===== src/rtl/rv_mem_arbiter.sv =====
`default_nettype none
// ============================================================================
// Module   : rv_mem_arbiter
// Brief    : Shares one single-port SRAM between instruction fetch (IF) and
//            data memory (DM), with one transaction outstanding at a time.
//            Optional fetch fairness guard: define RV_ARB_FAIRNESS_EN.
// Revision : 1.0 - initial release
// ============================================================================
module rv_mem_arbiter #(
    parameter int XLEN         = 32,
    parameter int MEM_LAT      = 1,
    parameter int DM_MAX_BURST = 4
) (
    input  logic              i_arb_clk,
    input  logic              i_arb_rst,
    input  logic              i_arb_if_req,
    input  logic [XLEN-1:0]   i_arb_if_addr,
    output logic              o_arb_if_gnt,
    output logic              o_arb_if_rvalid,
    output logic [XLEN-1:0]   o_arb_if_rdata,
    input  logic              i_arb_dm_req,
    input  logic [XLEN-1:0]   i_arb_dm_addr,
    input  logic              i_arb_dm_wen,
    input  logic [XLEN/8-1:0] i_arb_dm_wstrb,
    input  logic [XLEN-1:0]   i_arb_dm_wdata,
    output logic              o_arb_dm_gnt,
    output logic              o_arb_dm_rvalid,
    output logic [XLEN-1:0]   o_arb_dm_rdata,
    output logic              o_arb_mem_en,
    output logic              o_arb_mem_wen,
    output logic [XLEN-1:0]   o_arb_mem_addr,
    output logic [XLEN/8-1:0] o_arb_mem_wstrb,
    output logic [XLEN-1:0]   o_arb_mem_wdata,
    input  logic [XLEN-1:0]   i_arb_mem_rdata
);

    typedef enum logic [0:0] {
        ST_IDLE = 1'b0,
        ST_BUSY = 1'b1
    } state_t;

    localparam logic [2:0] c_lat_init = 3'(MEM_LAT);

    state_t     r_state;
    logic [2:0] r_lat_cnt;
    logic       r_owner_dm;
    logic       r_is_write;

    logic w_done;
    logic w_idle;
    logic w_force_if;
    logic w_gnt_if;
    logic w_gnt_dm;
    logic w_rvalid;

    // The response cycle doubles as an idle cycle so a new grant can
    // overlap the rvalid of the previous transaction.
    assign w_done   = (r_state == ST_BUSY) && (r_lat_cnt == 3'd1);
    assign w_idle   = !i_arb_rst && ((r_state == ST_IDLE) || w_done);
    assign w_rvalid = !i_arb_rst && w_done;

    assign w_gnt_dm = w_idle && i_arb_dm_req && !(i_arb_if_req && w_force_if);
    assign w_gnt_if = w_idle && i_arb_if_req && !w_gnt_dm;

`ifdef RV_ARB_FAIRNESS_EN
    logic [3:0] r_dm_streak;

    always_ff @(posedge i_arb_clk) begin
        if (i_arb_rst) begin
            r_dm_streak <= 4'd0;
        end else if (w_gnt_if || !i_arb_if_req) begin
            r_dm_streak <= 4'd0;
        end else if (w_gnt_dm) begin
            r_dm_streak <= r_dm_streak + 4'd1;
        end
    end

    assign w_force_if = (r_dm_streak == 4'(DM_MAX_BURST));
`else
    // Strict DM priority: the burst limit is legal-range only, so this is 0.
    assign w_force_if = (DM_MAX_BURST < 0);
`endif

    always_ff @(posedge i_arb_clk) begin
        if (i_arb_rst) begin
            r_state    <= ST_IDLE;
            r_lat_cnt  <= 3'd0;
            r_owner_dm <= 1'b0;
            r_is_write <= 1'b0;
        end else if (w_gnt_if || w_gnt_dm) begin
            r_state    <= ST_BUSY;
            r_lat_cnt  <= c_lat_init;
            r_owner_dm <= w_gnt_dm;
            r_is_write <= w_gnt_dm && i_arb_dm_wen;
        end else if (r_state == ST_BUSY) begin
            if (w_done) begin
                r_state   <= ST_IDLE;
                r_lat_cnt <= 3'd0;
            end else begin
                r_lat_cnt <= r_lat_cnt - 3'd1;
            end
        end
    end

    assign o_arb_if_gnt    = w_gnt_if;
    assign o_arb_dm_gnt    = w_gnt_dm;

    assign o_arb_mem_en    = w_gnt_if || w_gnt_dm;
    assign o_arb_mem_wen   = w_gnt_dm && i_arb_dm_wen;
    assign o_arb_mem_addr  = w_gnt_dm ? i_arb_dm_addr :
                             (w_gnt_if ? i_arb_if_addr : '0);
    assign o_arb_mem_wstrb = w_gnt_dm ? i_arb_dm_wstrb : '0;
    assign o_arb_mem_wdata = w_gnt_dm ? i_arb_dm_wdata : '0;

    assign o_arb_if_rvalid = w_rvalid && !r_owner_dm;
    assign o_arb_dm_rvalid = w_rvalid && r_owner_dm;
    assign o_arb_if_rdata  = o_arb_if_rvalid ? i_arb_mem_rdata : '0;
    assign o_arb_dm_rdata  = (o_arb_dm_rvalid && !r_is_write) ? i_arb_mem_rdata : '0;

endmodule
`default_nettype wire

===== config.mk =====
export PLATFORM = sky130hd
export DESIGN_NAME = rv_mem_arbiter
export DESIGN_NICKNAME = d
export VERILOG_FILES = /design/src/rtl/rv_mem_arbiter.sv
export SDC_FILE = /design/constraint.sdc
export NUM_CORES = 1
export LEC_CHECK = 0
export ABC_AREA = 0
export CAP_MARGIN = 10
export CELL_PAD_IN_SITES_DETAIL_PLACEMENT = 1
export CELL_PAD_IN_SITES_GLOBAL_PLACEMENT = 1
export CORE_MARGIN = 2
export CORE_UTILIZATION = 11
export CTS_CLUSTER_SIZE = 30
export DETAILED_ROUTE_END_ITERATION = 6
export GPL_TIMING_DRIVEN = 0
export PLACE_DENSITY = 0.89
export SLEW_MARGIN = 10
export SYNTH_ARGS = -nofsm -noshare
export SYNTH_HDL_FRONTEND = slang
export SYNTH_SLANG_ARGS = --single-unit
export TNS_END_PERCENT = 30

===== constraint.sdc =====
create_clock -name i_arb_clk -period 5 [get_ports i_arb_clk]
set_clock_uncertainty 0.05 [all_clocks]
set_input_delay 1.25 -clock i_arb_clk [delete_from_list [all_inputs] [get_ports i_arb_clk]]
set_output_delay 1.25 -clock i_arb_clk [all_outputs]
set_load 0.01 [all_outputs]

* Yosys cells after proc, flatten, opt, wreduce, memory -nomap -nowiden
Index checks and enable logic that the tools add are counted.
** Cells by class
- Eq/ne operators :: 1
- Bitwise gates (word level) :: 1
- Reduce and logical (&&, ||, !) cells :: 18
- Muxes and demuxes :: 12
- Add/sub/neg operators :: 1
** Operators by type and width (count)
- two-way mux 32 bit :: 5
- logical AND 1 bit :: 10
- two-way mux 1 bit :: 5
- logical NOT 1 bit :: 4
- two-way mux 4 bit :: 1
- equality test 3 x 1 -> 1 bit, second input constant :: 1
- two-way mux 3 bit :: 1
- subtractor 3 x 1 -> 3 bit, second input constant :: 1
- logical OR 1 bit :: 2
- nonzero test 2 bit :: 1
- OR reduction 2 bit :: 1
- NOT 1 bit :: 1
** Word-level totals
- Register bits after elaboration :: 6
- Output and inout bits :: 138
- Word-level logic and storage cells :: 38

* Longest topological paths before layout
- Word-level depth :: 9
- Depth in mapped cells :: 7
- Gate-level depth less buffers :: 5

* Worst setup path after synthesis
OpenSTA, ideal clock, no wires.
- Kind :: input -> output
- Start point :: input port i_arb_if_req
- End point :: output port o_arb_mem_addr[22]
- Cell stages on the path :: 4
- Arrival :: 2140 ps
- Slack :: 1560 ps
- Buffers on the path :: 1
- Required time :: 3700 ps
- Cells stage by stage :: inv_1 -> a2111oi_4 -> buf_6 -> a22o_1
** Between the ends
- Longest elaborated chain between the ends :: 4
** RTL lines
- start, declared :: line 16 : input logic i_arb_if_req,
- logical AND 1 bit (2 in a row) :: line 63 : assign w_gnt_if = w_idle && i_arb_if_req && !w_gnt_dm;
- net o_arb_if_gnt :: line 18 : output logic o_arb_if_gnt,
- two-way mux 32 bit :: line 111 : (w_gnt_if ? i_arb_if_addr : '0);
- two-way mux 32 bit :: line 110 : assign o_arb_mem_addr = w_gnt_dm ? i_arb_dm_addr :
- end, declared :: line 31 : output logic [XLEN-1:0] o_arb_mem_addr,
The timed path passes the listed nets, and every way through them passes these cells.

* Final worst setup path
- Start point :: input port i_arb_if_req
- End point :: output port o_arb_mem_addr[27]
** Between the ends
- Longest elaborated chain between the ends :: 4
** RTL lines (line)
- logical AND 1 bit (2 in a row) :: 63
- two-way mux 32 bit :: 111
- two-way mux 32 bit :: 110
No other way between the ends.

==> flow_results.org <==
** Power
- Combinational share of power :: 0.614
- Power Density :: 107 nW/um^2
- IR analysis of the VDD net gives a maximum drop of 0.109 mV.
- Of the total power, the clock network draws 0.268.
- Tot Pwr :: 0.479 mW
- Switching portion of total power :: 0.274
- Leakage Power :: roughly 1.7 nW
- Cell internal power was estimated by the tool at approximately 0.35 mW.
- The share of total power dissipated in sequential elements is 0.118.
- For this design the total switching power over the nets is 0.131 mW.

** Clock tree
- CTS Buf Count :: 3
- Clock root buffer :: sky130_fd_sc_hd__clkbuf_16
- The clock passes through at most 2 buffers.
- H-tree levels :: 1
- Clock-pin slew reported for the worst setup and hold paths after clock tree synthesis :: about 30 ps
- In this run the post-CTS setup repair buffer count came out at 0.
- Clock tree from TritonCTS :: built
- CTS sink count :: 6
- Source-to-sink clock delay at the later pin of the worst-skew pair :: roughly 230 ps
- Total of hold buffers inserted after clock tree synthesis :: 0

** Die
- Die extent in y :: 117 um
- Pin placement for this block handled between 200 and 300 I/O pins.
- For this configuration, the core starts out at a cell density of 0.112.
- The die covers roughly 14000 sq um.
- Chip width :: between 100 and 150 um
- After floorplanning, the core was divided into 41 placement rows.
- Area of the core :: ~13000 sq um

** Routing
- Once detail routing completed, the nets flagged for antenna violations numbered 0.
- Summed over all layers, the routed wires come to approximately 9700 um.
- Post-route DRC violation count :: 0
- DR pass1 iterations :: 4
- Routed length per placed instance :: between 15 and 20 um
- Using the TritonRoute via totals, the vias-per-cell ratio works out to 3.97.
- Via count of the routed design :: between 2k and 3k
- DR iter-0 viols :: 66

** Global route
- Pin count of the biggest net entering global routing :: 11
- The via count of the first global-routing pass is roughly 2.6k.
- Wire length of the first global-routing pass :: about 14000 um
- Aggregate global-route resource usage :: 0.126
- Initial antenna violation count :: 0
- For this run the aggregate overflow at the end of global routing stands at 0.

** Timing
- Period utilization :: 0.967
- Final Hold Slack :: around 430 ps
- Setup repair after global routing missed its margin :: no
- Setup violations remaining at the end of the flow were counted as 0.
- Crit path time final :: between 4000 and 5000 ps
- The total count of hold-check failures in the final report was 0.
- Setup slack of the critical path after layout :: roughly 160 ps
- Final Max Slew Viols :: 0
- At the pin with the least slew margin, the transition time is 652 ps.
- The worst pin sits at a relative slew slack of 0.566.
- Achievable Freq :: roughly 0.21 GHz

** Layout
- The final layout contains roughly 610 nets.
- The number of antenna diodes in the final layout is 0.
- Fill cells :: between 1k and 1.5k
- Final Non-Filler Cells :: around 640
- Share of final-layout standard cells stronger than drive strength 1 :: 0.0428
- Synthesis-to-finish area growth :: 217%

** Logic synthesis
- Cell types with the highest counts after synthesis :: 101 x sky130_fd_sc_hd__and2_1, 32 x sky130_fd_sc_hd__a22o_1, 8 x sky130_fd_sc_hd__clkbuf_1
- The number of nets handed over by synthesis was between 300 and 400.
- Leading cell types by total area after synthesis :: sky130_fd_sc_hd__and2_1 45%, sky130_fd_sc_hd__a22o_1 20%, sky130_fd_sc_hd__dfxtp_1 8.5%
- The share of the Yosys chip area taken by registers is 0.0854.
- Mapped Cells :: 190
- The cell area that synthesis handed to floorplanning was 1410 sq um.
- Averaged over all synthesized cells, the footprint is roughly 7.4 sq um.
- Top-count cell post-synth :: sky130_fd_sc_hd__and2_1
- The most used flip-flop cell after synthesis is sky130_fd_sc_hd__dfxtp_1.
- Number of flip-flops and latches in the synthesized netlist :: 6
- Number of enable flip-flop cells after synthesis :: 0
- Of the post-synthesis cell area, the dominant cell type holds 0.449.
- Area leader, netlist :: sky130_fd_sc_hd__and2_1
- Proportion of synthesized flip-flops having asynchronous set or reset :: 0
- Count of warnings emitted by yosys :: 0
- The number of different library cells used by synthesis comes to 31.

** Status
- Run status :: complete, no violations

** Hold path
- The min-delay analysis places its worst path in the category reg -> reg.

** Setup path
- In this run the worst path has a maximum fanout of 10.
- Endpoint of the worst-slack reg-to-reg timing path :: r_owner_dm
- For flop-to-flop paths, the worst setup slack is approximately 3200 ps.
- STA classifies the critical path endpoint as a primary output.
- The critical path is of the in -> out type.
- Following the worst setup path forward leads to its endpoint at o_arb_mem_addr[27].
- Critical path launch point :: i_arb_if_req
- Data arrives at the worst endpoint at between 3000 and 4000 ps.
- For the worst setup path, the data required time is ~3700 ps.
- Reg-to-Reg Start :: r_lat_cnt[1]
- The worst register-to-register path has a depth of 7.
- STA classifies the critical path startpoint as an input pin.

** Job
- Number of maximum-capacitance constraint violations :: 0

** Place
- At the end of routability-driven placement, the weighted congestion stood at just over 0.7.
- Post-Place Setup Slack :: -31.1 ps
- Including well taps, the total number of placed cells is between 600 and 700.
- The wire-length estimate of the detail-placed layout is roughly 8500 um.
- During placement, the flow inserted port buffers numbering 274.
registers in the layout (all words and copies together) (netlist names):
signal / count
r_lat_cnt: 3
r_is_write: 1
r_owner_dm: 1
r_state: 1
placed cells by master (no fill, tap or decap), types with 2 or more instances in the layout:
cell                              synthesis  final
sky130_fd_sc_hd__a22o_1                  32     32
sky130_fd_sc_hd__and2_1                 101    101
sky130_fd_sc_hd__buf_2                    3      3
sky130_fd_sc_hd__buf_6                    6      6
sky130_fd_sc_hd__clkbuf_1                 8      7
sky130_fd_sc_hd__clkbuf_16                0      3
sky130_fd_sc_hd__clkdlybuf4s50_1          0    274
sky130_fd_sc_hd__dfxtp_1                  6      6
sky130_fd_sc_hd__ha_1                     2      2
sky130_fd_sc_hd__inv_1                    6      6
sky130_fd_sc_hd__nand2_1                  2      2
sky130_fd_sc_hd__nor2_1                   3      3
power by group through the flow:
stage	clock (mW)	sequential (mW)	combinational [mW]
after floorplan	0	0.0555	0.0883
after global placement	0	0.0562	0.287
after detailed placement	0	0.0568	0.294
after CTS	0.130	0.0563	0.297
after global routing	0.134	0.0572	0.314
final	0.128	0.0565	0.294
how the worst min path moves through the flow:
stage,from,to,cells past startpoint
final,r_lat_cnt[1],r_lat_cnt[1],2
after global routing,r_is_write,r_is_write,2
after CTS,r_lat_cnt[1],r_lat_cnt[1],2
after detailed placement,r_is_write,r_is_write,2
after global placement,r_lat_cnt[1],r_lat_cnt[1],2
after floorplan,r_is_write,r_is_write,2
routing by layer:
metal / share of wire / track usage / wire, um
met3: 0.096 / 0.0309 / 926
met5: 0 / 0 / 0
met2: 0.52 / 0.239 / 5070
met4: 0.010 / 0.0298 / 100
met1: 0.37 / 0.142 / 3580
what timing repair did:
| action | in CTS | in global routing |
|---|---|---|
| gates cloned | 0 | 0 |
| gates resized for setup | 1 | 2 |
| endpoints found under the setup margin | 3 | 22 |
worst max-delay path, stage by stage:
cell and delay (ps):
sky130_fd_sc_hd__clkdlybuf4s50_1 570, sky130_fd_sc_hd__inv_1 100, sky130_fd_sc_hd__a2111oi_4 640, sky130_fd_sc_hd__buf_6 230, sky130_fd_sc_hd__a22o_1 160, sky130_fd_sc_hd__clkdlybuf4s50_1 570
metrics by stage:
stage	utilization	TNS, ps	area (sq um)
global placement	0.347	0	4360
global route	0.354	0	4450
detailed placement	0.347	-36.0	4360
CTS	0.354	0	4450
floorplan	-	0	1410
finish	0.354	0	4450
kinds of logic after synthesis:
logic type                 count (synthesis)  synth area share
AOI/OAI and AO/OA                         43             0.278
buffers and inverters                     24            0.0987
DFF                                        6            0.0854
adders and majority gates                  2            0.0178
muxes                                      1           0.00712
and+or+nand+nor                          114             0.512
final cells by class:
type	instances	area, sq um	area share
Buffer	17	113	0.0253
Clock buffer	3	75.1	0.0169
Sequential cell	6	120	0.0270
Inverter	7	26.3	0.00590
Timing Repair Buffer	274	2740	0.616
Multi-Input combinational cell	160	1160	0.261
Tap cell	172	215	0.0483
(Power assumes the default switching activity.)
